## config.mk

```make
export PLATFORM = sky130hd
export DESIGN_NAME = axi_write_arbiter_flat
export DESIGN_NICKNAME = d
export VERILOG_FILES = /design/src/rtl/axi_warb_pkg.sv /design/src/rtl/axi_warb_if.sv /design/src/rtl/axi_warb_rr.sv /design/src/rtl/axi_write_arbiter.sv /design/src/flat_wrapper.sv
export SDC_FILE = /design/constraint.sdc
export NUM_CORES = 1
export LEC_CHECK = 0
export CELL_PAD_IN_SITES_DETAIL_PLACEMENT = 2
export CELL_PAD_IN_SITES_GLOBAL_PLACEMENT = 2
export CORE_MARGIN = 5
export CORE_UTILIZATION = 10
export DETAILED_ROUTE_END_ITERATION = 12
export GPL_TIMING_DRIVEN = 0
export PLACE_DENSITY = 0.95
export SLEW_MARGIN = 20
export SYNTH_ARGS = -nofsm -noshare
export SYNTH_HDL_FRONTEND = slang
export SYNTH_HIERARCHICAL = 1
export SYNTH_SLANG_ARGS = --single-unit
```

## constraint.sdc

```tcl
create_clock -name clk -period 1.6 [get_ports clk]
set_input_delay 0.32 -clock clk [delete_from_list [all_inputs] [get_ports clk]]
set_output_delay 0.32 -clock clk [all_outputs]
set_load 0.005 [all_outputs]
```

## src/rtl/axi_warb_pkg.sv

```systemverilog
// Shared types for the two-master AXI write arbiter: FSM states, master index, ID tag width
// and the BRESP encodings.
package axi_warb_pkg;

  localparam int TAG_W = 4;

  typedef enum logic [1:0] {
    IDLE = 2'd0,
    ADDR = 2'd1,
    DATA = 2'd2,
    RESP = 2'd3
  } state_t;

  typedef enum logic {
    M0 = 1'b0,
    M1 = 1'b1
  } mst_t;

  localparam logic [1:0] BRESP_OKAY   = 2'b00;
  localparam logic [1:0] BRESP_SLVERR = 2'b10;

endpackage

```

## src/rtl/axi_warb_if.sv

```systemverilog
// AXI4 write-channel bundle (AW/W/B). The master modport issues writes; the slave modport
// accepts them.
interface axi_warb_if #(
  parameter int ID_W = 4
);
  logic [ID_W-1:0] AWID;
  logic [31:0]     AWADDR;
  logic [3:0]      AWLEN;
  logic [2:0]      AWSIZE;
  logic [1:0]      AWBURST;
  logic            AWVALID;
  logic            AWREADY;

  logic [31:0]     WDATA;
  logic [3:0]      WSTRB;
  logic            WLAST;
  logic            WVALID;
  logic            WREADY;

  logic [ID_W-1:0] BID;
  logic [1:0]      BRESP;
  logic            BVALID;
  logic            BREADY;

  modport master (
    output AWID, AWADDR, AWLEN, AWSIZE, AWBURST, AWVALID,
    input  AWREADY,
    output WDATA, WSTRB, WLAST, WVALID,
    input  WREADY,
    input  BID, BRESP, BVALID,
    output BREADY
  );

  modport slave (
    input  AWID, AWADDR, AWLEN, AWSIZE, AWBURST, AWVALID,
    output AWREADY,
    input  WDATA, WSTRB, WLAST, WVALID,
    output WREADY,
    output BID, BRESP, BVALID,
    input  BREADY
  );

endinterface

```

## src/rtl/axi_warb_rr.sv

```systemverilog
// Two-way round-robin picker, purely combinational: a lone requester wins, on a tie the
// master that did not win last time wins.
module axi_warb_rr
  import axi_warb_pkg::*;
(
  input  logic [1:0] req,
  input  mst_t       last,
  output mst_t       gnt
);

  always_comb begin
    gnt = M0;
    if (req == 2'b11) begin
      gnt = (last == M0) ? M1 : M0;
    end else if (req[1]) begin
      gnt = M1;
    end
  end

endmodule

```

## src/rtl/axi_write_arbiter.sv

```systemverilog
// Shares one AXI write path between two masters; one transaction in flight from AW grant to B.
// Optional AXI_WARB_LEN_CHECK_EN: WLAST is generated from the latched AWLEN and mismatches set len_err.
module axi_write_arbiter
  import axi_warb_pkg::*;
#(
  parameter int ID_W = 4
) (
  input  logic        clk,
  input  logic        rst,
  axi_warb_if.slave   m0,
  axi_warb_if.slave   m1,
  axi_warb_if.master  s,
  output logic        len_err
);

  state_t r_state;
  mst_t   r_grant;
  mst_t   r_last_grant;
  mst_t   w_pick;

  logic w_g1;
  logic w_in_addr, w_in_data, w_in_resp;
  logic w_aw_hs, w_w_hs, w_b_hs;

  logic [ID_W-1:0] w_awid;
  logic            w_awvalid;
  logic            w_wlast;
  logic            w_wvalid;
  logic            w_bready;
  logic [TAG_W-1:0] w_unused_bid_tag;

  axi_warb_rr u_rr (
    .req  ({m1.AWVALID, m0.AWVALID}),
    .last (r_last_grant),
    .gnt  (w_pick)
  );

  assign w_g1      = (r_grant == M1);
  assign w_in_addr = (r_state == ADDR);
  assign w_in_data = (r_state == DATA);
  assign w_in_resp = (r_state == RESP);

  assign w_awid    = w_g1 ? m1.AWID    : m0.AWID;
  assign w_awvalid = w_g1 ? m1.AWVALID : m0.AWVALID;
  assign w_wlast   = w_g1 ? m1.WLAST   : m0.WLAST;
  assign w_wvalid  = w_g1 ? m1.WVALID  : m0.WVALID;
  assign w_bready  = w_g1 ? m1.BREADY  : m0.BREADY;

  // Downstream ID carries the owning master in its upper tag bits.
  assign s.AWID    = {{(TAG_W-1){1'b0}}, r_grant, w_awid};
  assign s.AWADDR  = w_g1 ? m1.AWADDR  : m0.AWADDR;
  assign s.AWLEN   = w_g1 ? m1.AWLEN   : m0.AWLEN;
  assign s.AWSIZE  = w_g1 ? m1.AWSIZE  : m0.AWSIZE;
  assign s.AWBURST = w_g1 ? m1.AWBURST : m0.AWBURST;
  assign s.AWVALID = w_in_addr & w_awvalid;

  assign s.WDATA   = w_g1 ? m1.WDATA : m0.WDATA;
  assign s.WSTRB   = w_g1 ? m1.WSTRB : m0.WSTRB;
  assign s.WVALID  = w_in_data & w_wvalid;
  assign s.BREADY  = w_in_resp & w_bready;

  assign m0.AWREADY = w_in_addr & ~w_g1 & s.AWREADY;
  assign m1.AWREADY = w_in_addr &  w_g1 & s.AWREADY;
  assign m0.WREADY  = w_in_data & ~w_g1 & s.WREADY;
  assign m1.WREADY  = w_in_data &  w_g1 & s.WREADY;
  assign m0.BVALID  = w_in_resp & ~w_g1 & s.BVALID;
  assign m1.BVALID  = w_in_resp &  w_g1 & s.BVALID;
  assign m0.BID     = s.BID[ID_W-1:0];
  assign m1.BID     = s.BID[ID_W-1:0];
  assign m0.BRESP   = s.BRESP;
  assign m1.BRESP   = s.BRESP;

  assign w_unused_bid_tag = s.BID[ID_W+TAG_W-1:ID_W];

  assign w_aw_hs = s.AWVALID & s.AWREADY;
  assign w_w_hs  = s.WVALID & s.WREADY;
  assign w_b_hs  = s.BVALID & s.BREADY;

`ifdef AXI_WARB_LEN_CHECK_EN
  logic [3:0] r_len;
  logic [3:0] r_beat;
  logic       r_len_err;

  assign s.WLAST = (r_beat == r_len);
  assign len_err = r_len_err;

  always_ff @(posedge clk) begin
    if (rst) begin
      r_len     <= 4'd0;
      r_beat    <= 4'd0;
      r_len_err <= 1'b0;
    end else if (w_aw_hs) begin
      r_len  <= s.AWLEN;
      r_beat <= 4'd0;
    end else if (w_w_hs) begin
      r_beat <= r_beat + 4'd1;
      if (w_wlast != s.WLAST) begin
        r_len_err <= 1'b1;
      end
    end
  end
`else
  assign s.WLAST = w_wlast;
  assign len_err = 1'b0;
`endif

  always_ff @(posedge clk) begin
    if (rst) begin
      r_state      <= IDLE;
      r_grant      <= M0;
      r_last_grant <= M1;
    end else begin
      case (r_state)
        IDLE: begin
          if (m0.AWVALID | m1.AWVALID) begin
            r_grant <= w_pick;
            r_state <= ADDR;
          end
        end
        ADDR: begin
          if (w_aw_hs) r_state <= DATA;
        end
        DATA: begin
          if (w_w_hs & s.WLAST) r_state <= RESP;
        end
        RESP: begin
          if (w_b_hs) begin
            r_last_grant <= r_grant;
            r_state      <= IDLE;
          end
        end
        default: r_state <= IDLE;
      endcase
    end
  end

endmodule

```

## src/flat_wrapper.sv

```systemverilog
// flat-port wrapper written by rule: the top's interface ports become plain ports
module axi_write_arbiter_flat import axi_warb_pkg::*;
#(
  parameter int ID_W = 4
)
  (clk, rst, len_err, m0_AWID, m0_AWADDR, m0_AWLEN, m0_AWSIZE, m0_AWBURST, m0_AWVALID, m0_AWREADY, m0_WDATA, m0_WSTRB, m0_WLAST, m0_WVALID, m0_WREADY, m0_BID, m0_BRESP, m0_BVALID, m0_BREADY, m1_AWID, m1_AWADDR, m1_AWLEN, m1_AWSIZE, m1_AWBURST, m1_AWVALID, m1_AWREADY, m1_WDATA, m1_WSTRB, m1_WLAST, m1_WVALID, m1_WREADY, m1_BID, m1_BRESP, m1_BVALID, m1_BREADY, s_AWID, s_AWADDR, s_AWLEN, s_AWSIZE, s_AWBURST, s_AWVALID, s_AWREADY, s_WDATA, s_WSTRB, s_WLAST, s_WVALID, s_WREADY, s_BID, s_BRESP, s_BVALID, s_BREADY);
  axi_warb_if #(.ID_W(ID_W)) m0_i ();
  axi_warb_if #(.ID_W(ID_W)) m1_i ();
  axi_warb_if #(.ID_W(ID_W)) s_i ();
  input  logic clk;
  input  logic rst;
  output logic len_err;
  input wire logic [$bits(m0_i.AWID)-1:0] m0_AWID;
  input wire logic [$bits(m0_i.AWADDR)-1:0] m0_AWADDR;
  input wire logic [$bits(m0_i.AWLEN)-1:0] m0_AWLEN;
  input wire logic [$bits(m0_i.AWSIZE)-1:0] m0_AWSIZE;
  input wire logic [$bits(m0_i.AWBURST)-1:0] m0_AWBURST;
  input wire logic [$bits(m0_i.AWVALID)-1:0] m0_AWVALID;
  output wire logic [$bits(m0_i.AWREADY)-1:0] m0_AWREADY;
  input wire logic [$bits(m0_i.WDATA)-1:0] m0_WDATA;
  input wire logic [$bits(m0_i.WSTRB)-1:0] m0_WSTRB;
  input wire logic [$bits(m0_i.WLAST)-1:0] m0_WLAST;
  input wire logic [$bits(m0_i.WVALID)-1:0] m0_WVALID;
  output wire logic [$bits(m0_i.WREADY)-1:0] m0_WREADY;
  output wire logic [$bits(m0_i.BID)-1:0] m0_BID;
  output wire logic [$bits(m0_i.BRESP)-1:0] m0_BRESP;
  output wire logic [$bits(m0_i.BVALID)-1:0] m0_BVALID;
  input wire logic [$bits(m0_i.BREADY)-1:0] m0_BREADY;
  input wire logic [$bits(m1_i.AWID)-1:0] m1_AWID;
  input wire logic [$bits(m1_i.AWADDR)-1:0] m1_AWADDR;
  input wire logic [$bits(m1_i.AWLEN)-1:0] m1_AWLEN;
  input wire logic [$bits(m1_i.AWSIZE)-1:0] m1_AWSIZE;
  input wire logic [$bits(m1_i.AWBURST)-1:0] m1_AWBURST;
  input wire logic [$bits(m1_i.AWVALID)-1:0] m1_AWVALID;
  output wire logic [$bits(m1_i.AWREADY)-1:0] m1_AWREADY;
  input wire logic [$bits(m1_i.WDATA)-1:0] m1_WDATA;
  input wire logic [$bits(m1_i.WSTRB)-1:0] m1_WSTRB;
  input wire logic [$bits(m1_i.WLAST)-1:0] m1_WLAST;
  input wire logic [$bits(m1_i.WVALID)-1:0] m1_WVALID;
  output wire logic [$bits(m1_i.WREADY)-1:0] m1_WREADY;
  output wire logic [$bits(m1_i.BID)-1:0] m1_BID;
  output wire logic [$bits(m1_i.BRESP)-1:0] m1_BRESP;
  output wire logic [$bits(m1_i.BVALID)-1:0] m1_BVALID;
  input wire logic [$bits(m1_i.BREADY)-1:0] m1_BREADY;
  output wire logic [$bits(s_i.AWID)-1:0] s_AWID;
  output wire logic [$bits(s_i.AWADDR)-1:0] s_AWADDR;
  output wire logic [$bits(s_i.AWLEN)-1:0] s_AWLEN;
  output wire logic [$bits(s_i.AWSIZE)-1:0] s_AWSIZE;
  output wire logic [$bits(s_i.AWBURST)-1:0] s_AWBURST;
  output wire logic [$bits(s_i.AWVALID)-1:0] s_AWVALID;
  input wire logic [$bits(s_i.AWREADY)-1:0] s_AWREADY;
  output wire logic [$bits(s_i.WDATA)-1:0] s_WDATA;
  output wire logic [$bits(s_i.WSTRB)-1:0] s_WSTRB;
  output wire logic [$bits(s_i.WLAST)-1:0] s_WLAST;
  output wire logic [$bits(s_i.WVALID)-1:0] s_WVALID;
  input wire logic [$bits(s_i.WREADY)-1:0] s_WREADY;
  input wire logic [$bits(s_i.BID)-1:0] s_BID;
  input wire logic [$bits(s_i.BRESP)-1:0] s_BRESP;
  input wire logic [$bits(s_i.BVALID)-1:0] s_BVALID;
  output wire logic [$bits(s_i.BREADY)-1:0] s_BREADY;
  assign m0_i.AWID = m0_AWID;
  assign m0_i.AWADDR = m0_AWADDR;
  assign m0_i.AWLEN = m0_AWLEN;
  assign m0_i.AWSIZE = m0_AWSIZE;
  assign m0_i.AWBURST = m0_AWBURST;
  assign m0_i.AWVALID = m0_AWVALID;
  assign m0_AWREADY = m0_i.AWREADY;
  assign m0_i.WDATA = m0_WDATA;
  assign m0_i.WSTRB = m0_WSTRB;
  assign m0_i.WLAST = m0_WLAST;
  assign m0_i.WVALID = m0_WVALID;
  assign m0_WREADY = m0_i.WREADY;
  assign m0_BID = m0_i.BID;
  assign m0_BRESP = m0_i.BRESP;
  assign m0_BVALID = m0_i.BVALID;
  assign m0_i.BREADY = m0_BREADY;
  assign m1_i.AWID = m1_AWID;
  assign m1_i.AWADDR = m1_AWADDR;
  assign m1_i.AWLEN = m1_AWLEN;
  assign m1_i.AWSIZE = m1_AWSIZE;
  assign m1_i.AWBURST = m1_AWBURST;
  assign m1_i.AWVALID = m1_AWVALID;
  assign m1_AWREADY = m1_i.AWREADY;
  assign m1_i.WDATA = m1_WDATA;
  assign m1_i.WSTRB = m1_WSTRB;
  assign m1_i.WLAST = m1_WLAST;
  assign m1_i.WVALID = m1_WVALID;
  assign m1_WREADY = m1_i.WREADY;
  assign m1_BID = m1_i.BID;
  assign m1_BRESP = m1_i.BRESP;
  assign m1_BVALID = m1_i.BVALID;
  assign m1_i.BREADY = m1_BREADY;
  assign s_AWID = s_i.AWID;
  assign s_AWADDR = s_i.AWADDR;
  assign s_AWLEN = s_i.AWLEN;
  assign s_AWSIZE = s_i.AWSIZE;
  assign s_AWBURST = s_i.AWBURST;
  assign s_AWVALID = s_i.AWVALID;
  assign s_i.AWREADY = s_AWREADY;
  assign s_WDATA = s_i.WDATA;
  assign s_WSTRB = s_i.WSTRB;
  assign s_WLAST = s_i.WLAST;
  assign s_WVALID = s_i.WVALID;
  assign s_i.WREADY = s_WREADY;
  assign s_i.BID = s_BID;
  assign s_i.BRESP = s_BRESP;
  assign s_i.BVALID = s_BVALID;
  assign s_BREADY = s_i.BREADY;
  axi_write_arbiter #(.ID_W(ID_W)) u_core (.clk(clk), .rst(rst), .m0(m0_i), .m1(m1_i), .s(s_i), .len_err(len_err));
endmodule
```

==> results of run 1 <==
[layer usage]
layer / wire length [microns] / track usage / up-vias
met3: 1350 / 0.0415 / 13
met5: 0 / 0 / -
met4: 222 / 0.0327 / 0
met1: 4640 / 0.147 / 1199
li1: - / - / 1179
met2: 8430 / 0.327 / 145
[registers in the layout, summed over array words and instances, names as in the netlist]
signal               count
u_core/r_state           2
u_core/r_grant           1
u_core/r_last_grant      1
[layout make-up]
| cell class | count | area [sq um] |
|---|---|---|
| timing repair buffer | 316 | 3250 |
| fill | 1480 | 8770 |
| tap | 184 | 230 |
| inverter | 4 | 15.0 |
| buffer | 22 | 318 |
| sequential | 4 | 86.3 |
| multi-input combinational | 122 | 1630 |
| clock buffer | 3 | 75.1 |
[critical path, cell delays in order, from the launching register on]
cell and delay [ps]:
dfxtp_4 340, buf_12 140, buf_12 140, buf_6 120, clkbuf_16 150, mux2_4 310, buf_6 120
[report_power, final]
| group | total (uW) | internal, uW | switching, uW |
|---|---|---|---|
| Clock | 404 | 320 | 83.5 |
| Combinational | 2880 | 1930 | 955 |
| Sequential | 191 | 140 | 50.5 |
| Total | 3480 | 2390 | 1090 |
[through the flow]
stage	worst slack, ps	total power, uW	setup TNS [ps]
2_1_floorplan	8.08	900	0
3_3_place_gp	-735	2060	-56160
3_5_place_dp	-861	2140	-63320
4_1_cts	-286	3370	-14840
5_1_grt	-305	3660	-18110
6_report	-269	3480	-14710
[how the worst max path moves through the flow]
stage                    from           end  depth (start not counted)
6_report       u_core/r_grant  s_AWADDR[25]                          6
5_1_grt        u_core/r_grant   s_AWADDR[6]                          6
4_1_cts        u_core/r_grant   s_AWADDR[3]                          6
3_5_place_dp   u_core/r_grant  s_AWADDR[28]                          4
3_3_place_gp   u_core/r_grant    s_AWLEN[2]                          4
2_1_floorplan  u_core/r_grant    s_WSTRB[0]                          4
[Yosys cell counts (all sizes together)]
master / number / area [sq um]
a2111oi: 1 / 8.76
a211o: 1 / 8.76
a211oi: 1 / 7.51
a21boi: 1 / 11.3
a21oi: 1 / 5.00
a221o: 1 / 10.0
a31oi: 1 / 6.26
and3: 3 / 18.8
buf: 15 / 110
clkbuf: 8 / 30.0
conb: 1 / 3.75
dfxtp: 4 / 80.1
ha: 5 / 62.6
inv: 4 / 15.0
mux2: 81 / 912
mux2i: 6 / 60.1
nand2: 3 / 11.3
nand2b: 3 / 18.8
nand3: 1 / 5.00
nor2: 5 / 18.8
nor2b: 4 / 25.0
o21ai: 1 / 5.00
o21bai: 1 / 7.51
o31a: 1 / 8.76
[cell families (layout without fill, tap and decap cells)]
family                     count (synthesis)  after routing  share of synthesized area
other                                      1              1                    0.00259
and+or+nand+nor                           19             19                     0.0673
AOI/OAI and AO/OA                         10             10                     0.0544
muxes                                     87             87                      0.670
buffers and inverters                     27            345                      0.107
adders and majority gates                  5              5                     0.0431
DFF                                        4              4                     0.0552
[placed cells by master (no fill, tap or decap), drive strengths merged, types with 4 or more instances in the layout]
master	synthesis	routed
clkbuf	8	22
nor2b	4	4
clkdlybuf4s50	0	183
buf	15	132
ha	5	5
mux2i	6	6
mux2	81	81
inv	4	4
nor2	5	5
dlygate4sd2	0	4
dfxtp	4	4
[what timing repair did]
item / in CTS / in global routing
endpoints found under the setup margin: 93 / 93
cloned: 7 / 1
setup buffers: 20 / 12
pin swaps: 3 / 0
resized for setup: 560 / 39
==> flow_summary.ini, run 1 <==
[clock_tree]
cts_tree = built
clockBufferDepth = 2
cts_sinks = 4
cts-root-buf = clkbuf_16
clk_latency_ps = 230
cts_htree_levels = 1
holdBufCountCts = 0
numCtsBuffers = 3
clk_pin_slew_ps = 30

[die]
die_y_microns = 130
dieArea_sq_um = 17000
ios = 285
coreArea_sq_um = 14400
initial_core_util = 0.101
core.rowCount = 44
die_w_microns = 130

[logic_synthesis]
yosys.cell_types.count = 25
ys_ff_latch = 4
yosys_warnings = 6
synthCells = 153
avgSynthCellArea_sq_um = 9.48
synth_nets = 339
synth_area_sq_um = 1450
ys_seq_area_frac = 0.0552

[hold_path]
whs_endpoint = u_core/r_state[1]
hold_depth = 2
hp-class = reg -> reg
hp-start = u_core/r_state[1]

[sta]
fin_crit_ps = 1870
setup_viol = 92
hold_viol_final = 0
holdWs_ps = 565
drv_slew = 0
timing.fmax_ghz = 0.535
setup_ws_ps = -269
clock-skew-final_ps = 1.85
finalCritPeriodShare = 1.17
rsz0062_at_grt = true

[worst_setup_path]
reg2reg_to = u_core/r_state[0]
cp_data_required_time_ps = 1280
r2r-start = u_core/r_grant
rrSetupSlack_ps = -230
crit_fanout = 8
reg2reg_depth = 8
setup.worst_path.class = reg -> out
end_kind = output pin
cp.arrival_ps = 1550
critPathLaunchType = flip-flop

[grt]
first_global_vias = 2939
track_usage = 0.155
overflow = 0
grt_max_degree = 11
antenna_found_initial = 0
grt_pass1_wl_microns = 19600

[place]
place_area_sq_um = 4460
place_inst = 614
numPortBuffers = 277
hpwl_microns = 10900
place.gp.congestion = 0.800

[cells_and_area]
diodes = 0
final_util = 0.390
fin_cells = 655
area_growth_pct = 286
nNetsFinal = 659
finalInstanceArea_sq_um = 5600
drive_above_1_share = 0.541

[route]
via_per_inst = 3.87
drc_errors = 0
ant_nets = 0
dr_total_vias = 2536
firstDrtPassIters = 4
post_drt_wl_per_cell_microns = 22.4
initialDrtViolationCount = 32
wl_microns = 14700

[power_and_ir_drop]
power_density_nw_per_um2 = 621
cellLeakagePower_uw = 0.00247
peakVddDrop_uv = 266

[status]
violations = negative setup slack
status = finished, violations left

[run]
cap_violations = 0
No activity file was read; power rests on OpenSTA's default activity.
==> inputs of run 2 (changes only) <==
==> constraint.sdc (replaced) <==
create_clock -name clk -period 1.9 [get_ports clk]
set_input_delay 0.38 -clock clk [delete_from_list [all_inputs] [get_ports clk]]
set_output_delay 0.38 -clock clk [all_outputs]
set_load 0.005 [all_outputs]
==> run 2 against run 1 <==
Compared with the run above:
- the flow now finishes without violations
- utilization decreased by 3.6 points
- setup slack improved by 290 ps
- hold slack got worse by 30 ps
- largest power group unchanged
- count of clock-buffer cells in the layout unchanged
- clock skew decreased by 1.0 ps
- combinational power decreased by 31%
- sequential power decreased by 20%
- cell count decreased by 1.4%
==> flow_summary.ini, run 2 (same netlist as run 1, synthesis figures left out) <==
[cells_and_area]
seqCellArea_sq_um = 85.1
top_register = u_core/r_state
largest_register_ffs = 2
top_regs = u_core/r_state: 2 flops, u_core/r_grant: 1 flops, u_core/r_last_grant: 1 flops
area_growth_pct = 250
drive_above_1_share = 0.405
layout_common_cells = clkdlybuf4s50_1, mux2_2, clkdlybuf4s15_1, buf_6, buf_4
multi_input_area_sq_um = 1340
final_util = 0.354
nFillCells = 1561
diodes = 0
layout_commonest_cell = clkdlybuf4s50_1
nNetsFinal = 650

[worst_setup_path]
crit_top_cell = buf_12
cp_slowest_stage_delay_ps = 380
cp.arrival_ps = 1500
cp_data_required_time_ps = 1520
worstPathCellList = buf_12 > buf_12 > mux2_2 > dlygate4sd2_1
crit_path_top_delay_cell = dfxtp_4
end_kind = output pin
critPathLaunchType = flip-flop
setup.worst_path.class = reg -> out
crit_fanout = 8

[hold_path]
hp-class = reg -> reg

[route]
via_per_inst = 3.81
firstDrtPassIters = 4
wl_microns = 13900
ant_nets = 0
drc_errors = 0
dr_total_vias = 2462
initialDrtViolationCount = 27
post_drt_wl_per_cell_microns = 21.5

[clock_tree]
clockBufferDepth = 2
cts_sinks = 4
cts_tree = built
clk_latency_ps = 220
cts_htree_levels = 1
cts-root-buf = clkbuf_16
clk_pin_slew_ps = 30
holdBufCountCts = 0
numCtsBuffers = 3

[place]
hpwl_microns = 11400
place.gp.congestion = 0.794
numPortBuffers = 277

[die]
initial_core_util = 0.101
ios = 285
dieArea_sq_um = 17000
die_w_microns = 130
die_y_microns = 130
core.rowCount = 44
coreArea_sq_um = 14400

[sta]
timing.fmax_ghz = 0.533
drv_slew = 0
holdWs_ps = 535
rsz0062_at_grt = true
fin_crit_ps = 1880
finalCritPeriodShare = 0.987
setup_viol = 0
clock-skew-final_ps = 0.830
hold_viol_final = 0

[grt]
grt_pass1_wl_microns = 17800
overflow = 0
grt_max_degree = 11
track_usage = 0.141
first_global_vias = 2863
antenna_found_initial = 0

[power_and_ir_drop]
power_uw = 2460
power_density_nw_per_um2 = 485
peakVddDrop_uv = 303
cellLeakagePower_uw = 0.00215

[run]
cap_violations = 0

[status]
status = completed
## run 2: what timing repair did
| action | 4_1_cts | 5_1_grt |
|---|---|---|
| setup endpoints to repair | 91 | 65 |
| gates cloned | 3 | 2 |
| buffers inserted | 25 | 0 |
| resized for setup | 274 | 93 |
## run 2: worst max-delay path: cells and delay by family, from the launching register on
kind,cells,cell delay [ps]
buffers and inverters,3,560
DFF,1,380
muxes,1,330
## run 2: where the power goes
part / internal (uW) / switching (uW)
Combinational: 1310 / 664
Clock: 269 / 61.5
Sequential: 116 / 37.4
## run 2: metal layers
layer	track usage	routed length, microns
met5	0	0
met4	0.0200	107
met3	0.0366	1370
met2	0.304	8050
met1	0.133	4340
## run 2: final timing paths
check	from	endpoint	slack (ps)	cells past startpoint
setup / recovery	u_core/r_grant	s_AWLEN[3]	20	4
hold / removal	u_core/r_state[1]	u_core/r_state[1]	530	2
setup reg to reg	u_core/r_grant	u_core/r_state[0]	120	7
hold reg to reg	u_core/r_state[1]	u_core/r_state[1]	530	2
## run 2: layout make-up
cell class,count,share of cell area
well taps,184,0.0453
clock buffers,3,0.0148
flip-flops and latches,4,0.0167
inverters,4,0.00296
plain buffers,23,0.0665
repair buffers,306,0.589
multi-input cells,122,0.264
## run 2: per-stage QoR
step	area [sq um]	setup TNS, ps	setup WS (ps)	instances
detailed placement	4450	-40440	-818	614
global placement	4450	-37600	-819	614
CTS	4760	-238	-79.0	645
global route	5080	-89.2	-22.0	646
floorplan	1450	0	143	153
finish	5080	0	24.0	646
==> inputs of run 3 (changes only) <==
--- a/config.mk
+++ b/config.mk
@@ -5,6 +5,7 @@
 export SDC_FILE = /design/constraint.sdc
 export NUM_CORES = 1
 export LEC_CHECK = 0
+export ABC_AREA = 1
 export CELL_PAD_IN_SITES_DETAIL_PLACEMENT = 2
 export CELL_PAD_IN_SITES_GLOBAL_PLACEMENT = 2
 export CORE_MARGIN = 5
==> run 3 against run 2 <==
Compared with the run above:
- the run now ends with negative setup slack left
- sequential share of layout area about the same
- maximum frequency down 7.4%
- clock power about the same
- critical path type unchanged
- sequential power up 8%
- synthesized cell count up 130%
- sequential cell count unchanged
- wire length about the same
- critical path depth up 2
- largest power group unchanged
==> flow_summary.ini, run 3 <==
[cells_and_area]
top_regs = u_core/r_state: 2 flops, u_core/r_grant: 1 flops, u_core/r_last_grant: 1 flops
layout_common_cells = nand2_1, clkdlybuf4s50_1, dlymetal6s2s_1, buf_4, dlygate4sd2_1
seqCellArea_sq_um = 85.1
drive_above_1_share = 0.139
fin_cells = 871
nFillCells = 1890
top_register = u_core/r_state
diodes = 0
layout_commonest_cell = nand2_1
area_growth_pct = 223
final_util = 0.326
nNetsFinal = 843
largest_register_ffs = 2
multi_input_area_sq_um = 1270

[sta]
hold_viol_final = 0
drv_slew = 0
timing.fmax_ghz = 0.494
fin_crit_ps = 2030
rsz0062_at_grt = true
finalCritPeriodShare = 1.07
setup_viol = 1
holdWs_ps = 534
clock-skew-final_ps = 1.11
tns_ps = -126
setup_ws_ps = -126

[worst_setup_path]
startpoint = u_core/r_grant
cp.arrival_ps = 1650
critPathLaunchType = flip-flop
crit_fanout = 10
rrSetupSlack_ps = 310
setup.worst_path.class = reg -> out
end_kind = output pin
r2r-start = u_core/r_grant
cp_data_required_time_ps = 1520

[power_and_ir_drop]
seq_power_share = 0.043
clkPwrFrac = 0.086
power_uw = 3850
p_sw_uw = 1610
p_int_uw = 2240
combPwrFrac = 0.871
power_density_nw_per_um2 = 755
peakVddDrop_uv = 405
p_sw_frac = 0.417
cellLeakagePower_uw = 0.00283

[logic_synthesis]
synthFlopType = dfxtp_1
ys_seq_area_frac = 0.0508
synth-edff-count = 0
yosys-top-cells-count = nand2_1, inv_1, buf_4, nor2_1, clkbuf_1
avgSynthCellArea_sq_um = 4.42
synth_top_area_frac = 0.614
synth_top_area_cell = nand2_1
yosys_warnings = 6
synth_nets = 543
ys_ff_latch = 4
synthCells = 357
yosys.cell_types.count = 23
synth.most_common_cell = nand2_1
synthArstFlopShare = 0
ys_top_cells_by_area = nand2_1, buf_4, dfxtp_1, inv_1, ha_1
synth_area_sq_um = 1580

[die]
die_w_microns = 136
coreArea_sq_um = 15700
core.rowCount = 46
dieArea_sq_um = 18400
die_y_microns = 136
initial_core_util = 0.101
ios = 285

[grt]
grt_max_degree = 11
use_met3 = 0.0405
grt_use_met2 = 0.278
use_met1 = 0.126
track_usage = 0.133
overflow = 0
first_global_vias = 3705
top_usage_layer = met2
antenna_found_initial = 0
grt_pass1_wl_microns = 19500

[route]
firstDrtPassIters = 4
wl_microns = 13900
post_drt_wl_per_cell_microns = 15.9
drc_errors = 0
ant_nets = 0
initialDrtViolationCount = 30
via_per_inst = 3.82
dr_total_vias = 3325

[place]
place_inst = 850
numPortBuffers = 277
hpwl_microns = 11900
place.gp.congestion = 0.751

[run]
cap_violations = 0

[clock_tree]
clk_latency_ps = 230
cts_tree = built
cts_sinks = 4
clk_pin_slew_ps = 30
holdBufCountCts = 0
clockBufferDepth = 2
numCtsBuffers = 3
cts-root-buf = clkbuf_16
cts_htree_levels = 1

[hold_path]
hp-start = u_core/r_last_grant
hp-class = reg -> reg

[status]
status = finished, violations left
violations = negative setup slack
run 3: area by class of cell:
| class | count | share of cell area |
|---|---|---|
| Sequential cell | 4 | 0.0167 |
| Timing Repair Buffer | 295 | 0.571 |
| Inverter | 22 | 0.0177 |
| Multi-Input combinational cell | 299 | 0.249 |
| Buffer | 32 | 0.0775 |
| Tap cell | 216 | 0.0530 |
| Clock buffer | 3 | 0.0147 |
run 3: critical path, cell delays in order, from the launching register on:
cell and delay [ps]:
dfxtp_4 390, buf_8 130, buf_12 120, buf_6 140, nand2_1 70, nand2_1 70
clkdlybuf4s50_1 500
run 3: power groups by stage:
stage	registers [uW]	clock network (uW)	logic (uW)
2_1_floorplan	133	0	1160
6_report	166	332	3350
4_1_cts	159	342	3270
3_3_place_gp	140	0	2980
5_1_grt	171	347	3700
3_5_place_dp	141	0	3110
run 3: path summary, 6_finish.rpt:
path,end,cells after the start
setup / recovery,s_WDATA[8],6
hold / removal,u_core/r_last_grant,2
setup reg to reg,u_core/r_state[0],10
hold reg to reg,u_core/r_last_grant,2
run 3: per-stage QoR:
stage                     instance area (sq um)  setup WS, ps
after floorplan                            1580           529
after global placement                     4620          -446
after detailed placement                   4620          -484
after CTS                                  4880          -191
after global routing                       5100          -198
final                                      5100          -126
run 3: per-layer routing:
layer / vias to the layer above / part of all wire
met4: 0 / 0.016
met3: 16 / 0.094
met5: - / 0
met2: 153 / 0.56
li1: 1642 / -
met1: 1514 / 0.33
run 3: cell families after synthesis:
family | synth area share
simple gates | 0.692
compound gates | 0.0460
flops | 0.0508
other cells | 0.00238
buf+inv | 0.170
fa+ha+maj | 0.0397
run 3: timing repair:
item,4_1_cts,5_1_grt
cloned,0,2
setup buffers,4,12
endpoints found under the setup margin,91,46
resized for setup,113,104
